===== src/rtl/qfc_pkg.sv =====
// Shared definitions for the queue flow controller: FSM state encoding
// and the default sizing/divider values.
package qfc_pkg;

  localparam int QFC_DEPTH    = 8;
  localparam int QFC_LEN_W    = 4;
  localparam int QFC_DIV_FAST = 10;
  localparam int QFC_DIV_SLOW = 100;

  typedef enum logic [1:0] {
    ST_IDLE = 2'd0,
    ST_ENQ  = 2'd1,
    ST_DEQ  = 2'd2,
    ST_ACK  = 2'd3
  } qfc_state_t;

endpackage


===== src/rtl/clk_div_gen.sv =====
// Free-running divider: counts 0..DIV-1, drives a registered square wave
// that is high for the upper half of the count, and flags the last count.
module clk_div_gen #(
  parameter int DIV = 10
) (
  input  logic i_clk,
  input  logic i_rst,
  output logic o_clk,
  output logic o_last
);

  localparam int CW = (DIV > 2) ? $clog2(DIV) : 1;
  localparam logic [CW-1:0] CNT_MAX  = CW'(DIV - 1);
  localparam logic [CW-1:0] CNT_HALF = CW'(DIV / 2);

  logic [CW-1:0] r_cnt;
  logic          r_clk;
  logic [CW-1:0] w_cnt_nxt;

  assign w_cnt_nxt = (r_cnt == CNT_MAX) ? '0 : r_cnt + CW'(1);

  // Advance the counter; the wave is computed from the next count so it
  // is high exactly while the counter sits in the upper half.
  always_ff @(posedge i_clk or posedge i_rst) begin
    if (i_rst) begin
      r_cnt <= '0;
      r_clk <= 1'b0;
    end else begin
      r_cnt <= w_cnt_nxt;
      r_clk <= (w_cnt_nxt >= CNT_HALF);
    end
  end

  assign o_clk  = r_clk;
  assign o_last = (r_cnt == CNT_MAX);

endmodule


===== src/rtl/queue_flow_ctrl.sv =====
// Flow controller between a deserializer, a slow byte queue and two
// dequeue consumers. Queue commands are slot-aligned to the slow clock
// so the queue samples stable levels on its rising edge mid-slot.
//
// Handshakes: des_ready is a level "byte available"; the controller
// enqueues it for one slot, then holds des_ack high until des_ready has
// been seen low and at least DIV_FAST cycles have passed. req_a/req_b
// are levels; a grant lasts one full slot together with q_dequeue and
// is not shortened if the request drops mid-slot.
module queue_flow_ctrl
  import qfc_pkg::*;
#(
  parameter int DEPTH    = QFC_DEPTH,
  parameter int LEN_W    = QFC_LEN_W,
  parameter int DIV_FAST = QFC_DIV_FAST,
  parameter int DIV_SLOW = QFC_DIV_SLOW
) (
  input  logic             clock_1MHz,
  input  logic             rst,
  output logic             clk_100KHz,
  output logic             clk_10KHz,
  input  logic             des_ready,
  output logic             des_ack,
  input  logic [LEN_W-1:0] q_len,
  output logic             q_enqueue,
  output logic             q_dequeue,
  input  logic             req_a,
  input  logic             req_b,
  output logic             gnt_a,
  output logic             gnt_b,
  output logic             busy,
  output logic             len_err,
  output qfc_state_t       o_dbg_state
);

  localparam int AW = (DIV_FAST > 2) ? $clog2(DIV_FAST) : 1;
  localparam logic [AW-1:0]    ACK_MIN = AW'(DIV_FAST - 1);
  localparam logic [LEN_W-1:0] DEPTH_L = LEN_W'(DEPTH);

  logic             w_fast_unused;
  logic             w_slot_end;
  logic [1:0]       r_des_s;
  logic [1:0]       r_req_a_s;
  logic [1:0]       r_req_b_s;
  qfc_state_t       r_state;
  logic             r_enq;
  logic             r_deq;
  logic             r_gnt_a;
  logic             r_gnt_b;
  logic             r_ack;
  logic             r_len_err;
  logic             r_ptr_b;
  logic [LEN_W-1:0] r_len_cap;
  logic [AW-1:0]    r_ack_cnt;
  logic             w_has_room;
  logic             w_not_empty;
  logic             w_any_req;
  logic             w_pick_b;

  clk_div_gen #(.DIV(DIV_FAST)) u_div_fast (
    .i_clk  (clock_1MHz),
    .i_rst  (rst),
    .o_clk  (clk_100KHz),
    .o_last (w_fast_unused)
  );

  clk_div_gen #(.DIV(DIV_SLOW)) u_div_slow (
    .i_clk  (clock_1MHz),
    .i_rst  (rst),
    .o_clk  (clk_10KHz),
    .o_last (w_slot_end)
  );

  // Two-flop synchronizers for the asynchronous request/ready levels.
  always_ff @(posedge clock_1MHz or posedge rst) begin
    if (rst) begin
      r_des_s   <= '0;
      r_req_a_s <= '0;
      r_req_b_s <= '0;
    end else begin
      r_des_s   <= {r_des_s[0], des_ready};
      r_req_a_s <= {r_req_a_s[0], req_a};
      r_req_b_s <= {r_req_b_s[0], req_b};
    end
  end

  assign w_has_room  = (q_len < DEPTH_L);
  assign w_not_empty = (q_len != '0);
  assign w_any_req   = r_req_a_s[1] | r_req_b_s[1];
  // B wins when it is the only requester or when both ask and it is B's turn.
  assign w_pick_b    = r_req_b_s[1] & (~r_req_a_s[1] | r_ptr_b);

  // Control FSM: decisions at slot boundaries, ACK exit at any cycle.
  always_ff @(posedge clock_1MHz or posedge rst) begin
    if (rst) begin
      r_state   <= ST_IDLE;
      r_enq     <= 1'b0;
      r_deq     <= 1'b0;
      r_gnt_a   <= 1'b0;
      r_gnt_b   <= 1'b0;
      r_ack     <= 1'b0;
      r_len_err <= 1'b0;
      r_ptr_b   <= 1'b0;
      r_len_cap <= '0;
      r_ack_cnt <= '0;
    end else begin
      case (r_state)
        ST_IDLE: begin
          if (w_slot_end) begin
            if (r_des_s[1] && w_has_room) begin
              r_state   <= ST_ENQ;
              r_enq     <= 1'b1;
              r_len_cap <= q_len;
            end else if (w_any_req && w_not_empty) begin
              r_state <= ST_DEQ;
              r_deq   <= 1'b1;
              if (w_pick_b) begin
                r_gnt_b <= 1'b1;
                r_ptr_b <= 1'b0;
              end else begin
                r_gnt_a <= 1'b1;
                r_ptr_b <= 1'b1;
              end
            end
          end
        end
        ST_ENQ: begin
          if (w_slot_end) begin
            r_enq     <= 1'b0;
            r_ack     <= 1'b1;
            r_ack_cnt <= '0;
            r_state   <= ST_ACK;
            if (q_len != r_len_cap + LEN_W'(1)) r_len_err <= 1'b1;
          end
        end
        ST_ACK: begin
          if (r_ack_cnt != ACK_MIN) begin
            r_ack_cnt <= r_ack_cnt + AW'(1);
          end else if (!r_des_s[1]) begin
            r_ack   <= 1'b0;
            r_state <= ST_IDLE;
          end
        end
        ST_DEQ: begin
          if (w_slot_end) begin
            r_deq   <= 1'b0;
            r_gnt_a <= 1'b0;
            r_gnt_b <= 1'b0;
            r_state <= ST_IDLE;
          end
        end
        default: r_state <= ST_IDLE;
      endcase
    end
  end

  assign q_enqueue   = r_enq;
  assign q_dequeue   = r_deq;
  assign gnt_a       = r_gnt_a;
  assign gnt_b       = r_gnt_b;
  assign des_ack     = r_ack;
  assign len_err     = r_len_err;
  assign busy        = (r_state != ST_IDLE);
  assign o_dbg_state = r_state;

endmodule


===== config.mk =====
export PLATFORM = sky130hd
export DESIGN_NAME = queue_flow_ctrl
export DESIGN_NICKNAME = d
export VERILOG_FILES = /design/src/rtl/qfc_pkg.sv /design/src/rtl/clk_div_gen.sv /design/src/rtl/queue_flow_ctrl.sv
export SDC_FILE = /design/constraint.sdc
export NUM_CORES = 1
export LEC_CHECK = 0
export CAP_MARGIN = 20
export CORE_ASPECT_RATIO = 0.5
export CORE_UTILIZATION = 55
export CTS_CLUSTER_DIAMETER = 100
export DETAILED_ROUTE_END_ITERATION = 8
export GPL_TIMING_DRIVEN = 0
export PLACE_DENSITY = 0.76
export SYNTH_ARGS = -nofsm -noshare
export SYNTH_HDL_FRONTEND = slang
export SYNTH_SLANG_ARGS = --single-unit

===== constraint.sdc =====
create_clock -name clock_1MHz -period 2.1 [get_ports clock_1MHz]
set_input_delay 0.525 -clock clock_1MHz [delete_from_list [all_inputs] [get_ports clock_1MHz]]
set_output_delay 0.525 -clock clock_1MHz [all_outputs]
set_load 0.01 [all_outputs]

Yosys cells after proc, flatten, opt, wreduce, memory -nomap -nowiden:

Cells that the tools add are included.

* bits in registers: 36
* bits of input ports: 9
* output and inout bits: 11

* $add $sub $neg: 4
* order comparisons: 3
* equality and inequality tests: 19
* multiplexer cells: 36
* bitwise operators: 5
* reductions and logical operators: 18

Operators with widths (number)
* 1-bit two-way mux: 18
* 6-bit AND reduction: 3
* 2-bit != test, second input constant: 8
* 2-bit two-way mux: 7
* 4-bit by 1-bit adder with 4-bit output, second input constant: 3
* 4-bit two-way mux: 3
* 4-bit AND reduction: 3
* 1-bit case mux with 2 select lines: 5
* 3-bit AND reduction: 3
* 2-bit case mux with 4 select lines: 1
* 4-bit case mux with 2 select lines: 1
* 2-bit nonzero test: 4
* 7-bit by 1-bit adder with 7-bit output, second input constant: 1
* 7-bit == test, second input constant: 1
* 7-bit by 6-bit greater-or-equal comparator with 1-bit output, second input constant: 1
* 7-bit two-way mux: 1
* 2-bit by 1-bit != test with 1-bit output, second input constant: 3
* 5-bit AND reduction: 1
* 2-bit == test, second input constant: 2
* 4-bit == test, second input constant: 1
* 4-bit by 3-bit greater-or-equal comparator with 1-bit output, second input constant: 1
* 4-bit less-than comparator, second input constant: 1
* 4-bit != test: 1
* 4-bit != test, second input constant: 1
* 8 further kinds: 11

Logic depth before layout (Yosys ltp):

* word-level depth: 8
* gate-level depth with buffers: 6

By module:

Synthesis repeated with hierarchy kept, for this count alone.

* cell total of the unflattened synthesis: 157
* area total of the unflattened synthesis: 1778.0 µm²

Modules (own cells, without submodules)
* queue_flow_ctrl: instances 1, cells an instance 91, area each 1066.0 µm²
* clk_div_gen at u_div_slow: instances 1, cells an instance 43, area each 451.7 µm²
* clk_div_gen at u_div_fast: instances 1, cells an instance 23, area each 260.2 µm²

Worst setup path before layout:

OpenSTA, ideal clock, no wires.

* kind: reg-to-reg
* from: register u_div_slow.r_cnt[0]
* to: register r_len_cap[0]
* library setup time: 0.125 ns
* arrival: 1.681 ns
* data required time: 1.975 ns
* path slack: 0.295 ns
* cell stages (with the launch flop): 7
* path buffers: 1
* clock period less this slack: 1.805 ns
* cells stage by stage: dfrtp_1 > ha_1 > buf_2 > and4bb_1 > nand2_2 > nor4_4 > mux2_2

* word-level cells in the longest chain between the ends: 2

Ends and longest elaborated chain
* start, declared: RTL line clk_div_gen.sv:16 `logic [CW-1:0] r_cnt;`
* start signal, assigned: RTL line clk_div_gen.sv:29 `r_cnt <= w_cnt_nxt;`
* 7-bit == test: RTL line clk_div_gen.sv:35 `assign o_last = (r_cnt == CNT_MAX);`
* 3-bit AND reduction (no line)
* end signal, assigned: RTL line queue_flow_ctrl.sv:113 `r_len_cap <= q_len;`
* end, declared: RTL line queue_flow_ctrl.sv:53 `logic [LEN_W-1:0] r_len_cap;`

No other way between the ends.
A chain may end at the register's enable or synchronous reset.

Worst setup path in the final report:

* from: register r_state[0], in the netlist o_dbg_state[0]
* to: output busy

* word-level cells in the longest chain between the ends: 1

Ends and longest elaborated chain
* start, declared: RTL line queue_flow_ctrl.sv:45 `qfc_state_t r_state;`
* start signal, assigned: RTL line queue_flow_ctrl.sv:96 `r_state <= ST_IDLE;`
* start signal, assigned: RTL line queue_flow_ctrl.sv:111 `r_state <= ST_ENQ;`
* start signal, assigned: RTL line queue_flow_ctrl.sv:115 `r_state <= ST_DEQ;`
* 2-bit nonzero test: RTL line queue_flow_ctrl.sv:163 `assign busy = (r_state != ST_IDLE);`
* end, declared: RTL line queue_flow_ctrl.sv:31 `output logic busy,`

No other way between the ends.

==> metrics.md <==
| Metric | Value |
|---|---|
| Starting Density | 0.581 |
| XOR/XNOR Fraction of Synth Area | 0.0547 |
| Post-synthesis simple-gate area fraction | 0.207 |
| Post-synth ARST share | 1.00 |
| CP Class | flip-flop to primary output |
| Antenna viol nets, final | 0 |
| Outcome | finished, final reports clean |
| RSZ-0062 raised after global routing | no |
| Max Cap Viol | 0 |
| Drt wl/cell | 13.0 um |
| Crit start category | flip-flop |
| Reg-to-reg setup timing slack | 170 ps |
| Cell count after synthesis | roughly 160 |
| Period utilization | 0.960 |
| Clk_skew | a little over 3 ps |
| FF/Latch Area | 905 um2 |
| Share of the synthesized area in the top cell type | 0.512 |
| Top-count cell post-synth | dfrtp_1 |
| Ant. Diodes | 0 |
| Via-to-Cell Ratio | 5.39 |
| Gr usage total | 0.213 |
| Seq cells post-synth | 36 |
| Final worst setup slack | 83.9 ps |
| Vias in the first global route | 1184 |
| Max Freq | ~0.50 GHz |
| IO Port Bufs | 19 |
| Clock Latency Late Sink | 280 ps |
| # fillers | 222 |
| CTS tree | yes |
| Fin area | 2130 um2 |
| Syn Area/Cell | 10.7 um2 |
| Final TNS setup | 0 ps |
| Clk slew on worst S/H paths | ~70 ps |
| Pwr dens | 606 nW/um2 |
| # DRC | 0 |
| Std cell rows | 14 |
| Worst Path Arrival | 1490 ps |
| Area delta synth->final | 20.9% |
| Final slew viol count | 0 |
| Hold WS | between 300 and 400 ps |
| Multi-input logic area | around 800 um2 |
| Relative slew slack | 0.450 |
| CTS buffer count | 5 |
| First-pass GRT wire length | roughly 5.3 mm |
| Fin cells | about 230 |
| Hold Path Origin | r_req_b_s[0] |
| Synthesized area | between 1500 and 2000 um2 |
| Share of layout cells above drive strength 1 | 0.141 |
| Core Region | 3030 um2 |
| Syn nets | 178 |
| Reg2reg start | u_div_slow.r_cnt[1] |
| Die W | 82.0 um |
| Overflow after GRT | 0 |
| Peak supply drop | 0.368 mV |
| Synth area leader | dfrtp_1 |
| Clock Sink Count | 36 |
| Clock Tree Buf Depth | 2 |
| Placer's final routability congestion estimate | roughly 0.78 |
| Die Y-Extent | 42.0 um |
| Pre-CTS WS | 67.2 ps |
| H-tree Lvls | 2 |
| Setup bufs post-CTS | 0 |
| Most frequent cells after synthesis | dfrtp_1, nand2_1, inv_1, nor2_1, o21ai_0 |
| Cell Area, Placed | 2030 um2 |
| Max FO, Critical Path | 10 |
| Post-synthesis mux area share | 0.0547 |
| Post-Route WL | 3.01 mm |
| Cts hold-fix bufs | 0 |
| EDFF count, synth | 0 |
| Final hold viol count | 0 |
| CTS Root Buffer Type | clkbuf_8 |
| Worst slew pin tran | 825 ps |
| CP Capture Type | primary output |
| Final setup vio count | 0 |
| First DRT Iteration DRCs | 50 |
| Cell count after placement | roughly 220 |
| Initial antenna violation count | 0 |
| Largest family of logic cells by synthesized area | simple AND/OR/NAND/NOR gates |
| Worst min path class | flip-flop to flip-flop |
| Dominant cells by area after synthesis | dfrtp_1, ha_1, mux2_2, xnor2_1, o21ai_0 |
| Synth warnings | 0 |
| Synth Area in Compound Gates | 0.101 |
| DP Wirelength | 2.13 mm |
| IO Count | 20 |
| Critical Path Start | o_dbg_state[0] |
| Router iterations before antenna repair | 4 |
| Die footprint | ~3400 um2 |
| Final #Nets | a little over 200 |
| Largest net degree at the start of global routing | 20 |
| Yosys cell types | 44 |
| Total power | roughly 1.3 mW |
| Final Util | 0.702 |
| Crit path time final | 2020 ps |
| Leakage | 0.936 nW |
| Most used DFF post-synth | dfrtp_1 |
| CP Data Required Time | 1570 ps |
| Routed via count | 1251 |
| Sequential-to-total area share from yosys stat | 0.512 |
| Post-Synth Adder-Cell Area | 0.0355 |
[metal layers]
metal,global-route usage,up-vias,part of all wire
met4,0.0702,0,0.0056
met1,0.294,612,0.50
li1,-,621,-
met2,0.324,16,0.46
met3,0.0609,2,0.029
met5,0,-,0
[layout by cell type, fill, tap and decap left out, drive strengths merged, types with 2 or more instances in the layout]
cell,n
clkbuf,13
mux2,5
o21ai,10
inv,10
nor4,2
or2,2
buf,2
nand2,14
nor2,10
xnor2,6
nand4,4
ha,5
clkdlybuf4s50,18
xor2,5
nand3b,4
a21oi,4
dfrtp,36
nor2b,2
nand2b,4
or3,2
nand3,5
mux2i,4
nor3,4
and2,2
[area by class of cell]
type,instances,area share
Tap cell,40,0.0235
Buffer,6,0.0153
Sequential cell,36,0.425
Inverter,10,0.0176
Timing Repair Buffer,20,0.102
Clock buffer,8,0.0423
Multi-Input combinational cell,112,0.374
[state kept, by name (all words and copies together) (netlist names)]
signal / flops
des_ack: 1
gnt_a: 1
gnt_b: 1
len_err: 1
o_dbg_state: 2
q_dequeue: 1
q_enqueue: 1
r_ack_cnt: 4
r_des_s: 2
r_len_cap: 4
r_ptr_b: 1
r_req_a_s: 2
r_req_b_s: 2
u_div_fast.o_clk: 1
u_div_fast.r_cnt: 4
u_div_slow.o_clk: 1
u_div_slow.r_cnt: 7
[critical path: stages (launching register included)]
cell,delay (ps)
dfrtp_2,450
clkbuf_4,200
or2_2,290
dlygate4sd2_1,280
[timing repair]
item                                    CTS  global route
pin swaps                                 0             1
cloned                                    0             0
resized for setup                         7             1
endpoints found under the setup margin    1             3
[worst paths after layout]
kind,to,cells after the start
min in group asynchronous,u_div_fast.r_cnt[1],2
min,r_req_b_s[1],0
max reg2reg,r_len_cap[1],6
max,busy,3
min reg2reg,r_req_b_s[1],0
max in group asynchronous,o_dbg_state[0],3
[kinds of logic (layout without fill, tap and decap cells)]
group,count (synthesis),in the layout
XOR/XNOR,11,11
multiplexers,9,9
AND/OR/NAND/NOR,60,60
adder cells (fa/ha/maj),5,5
flip-flops,36,36
AO/OA/AOI/OAI,27,27
buffers and inverters,16,44
[power breakdown]
part	internal, mW	total [mW]	switching, mW
clock	0.268	0.495	0.227
sequential	0.707	0.715	0.00827
combinational	0.0425	0.0799	0.0374
total	1.02	1.29	0.273
(Power assumes the default switching activity.)
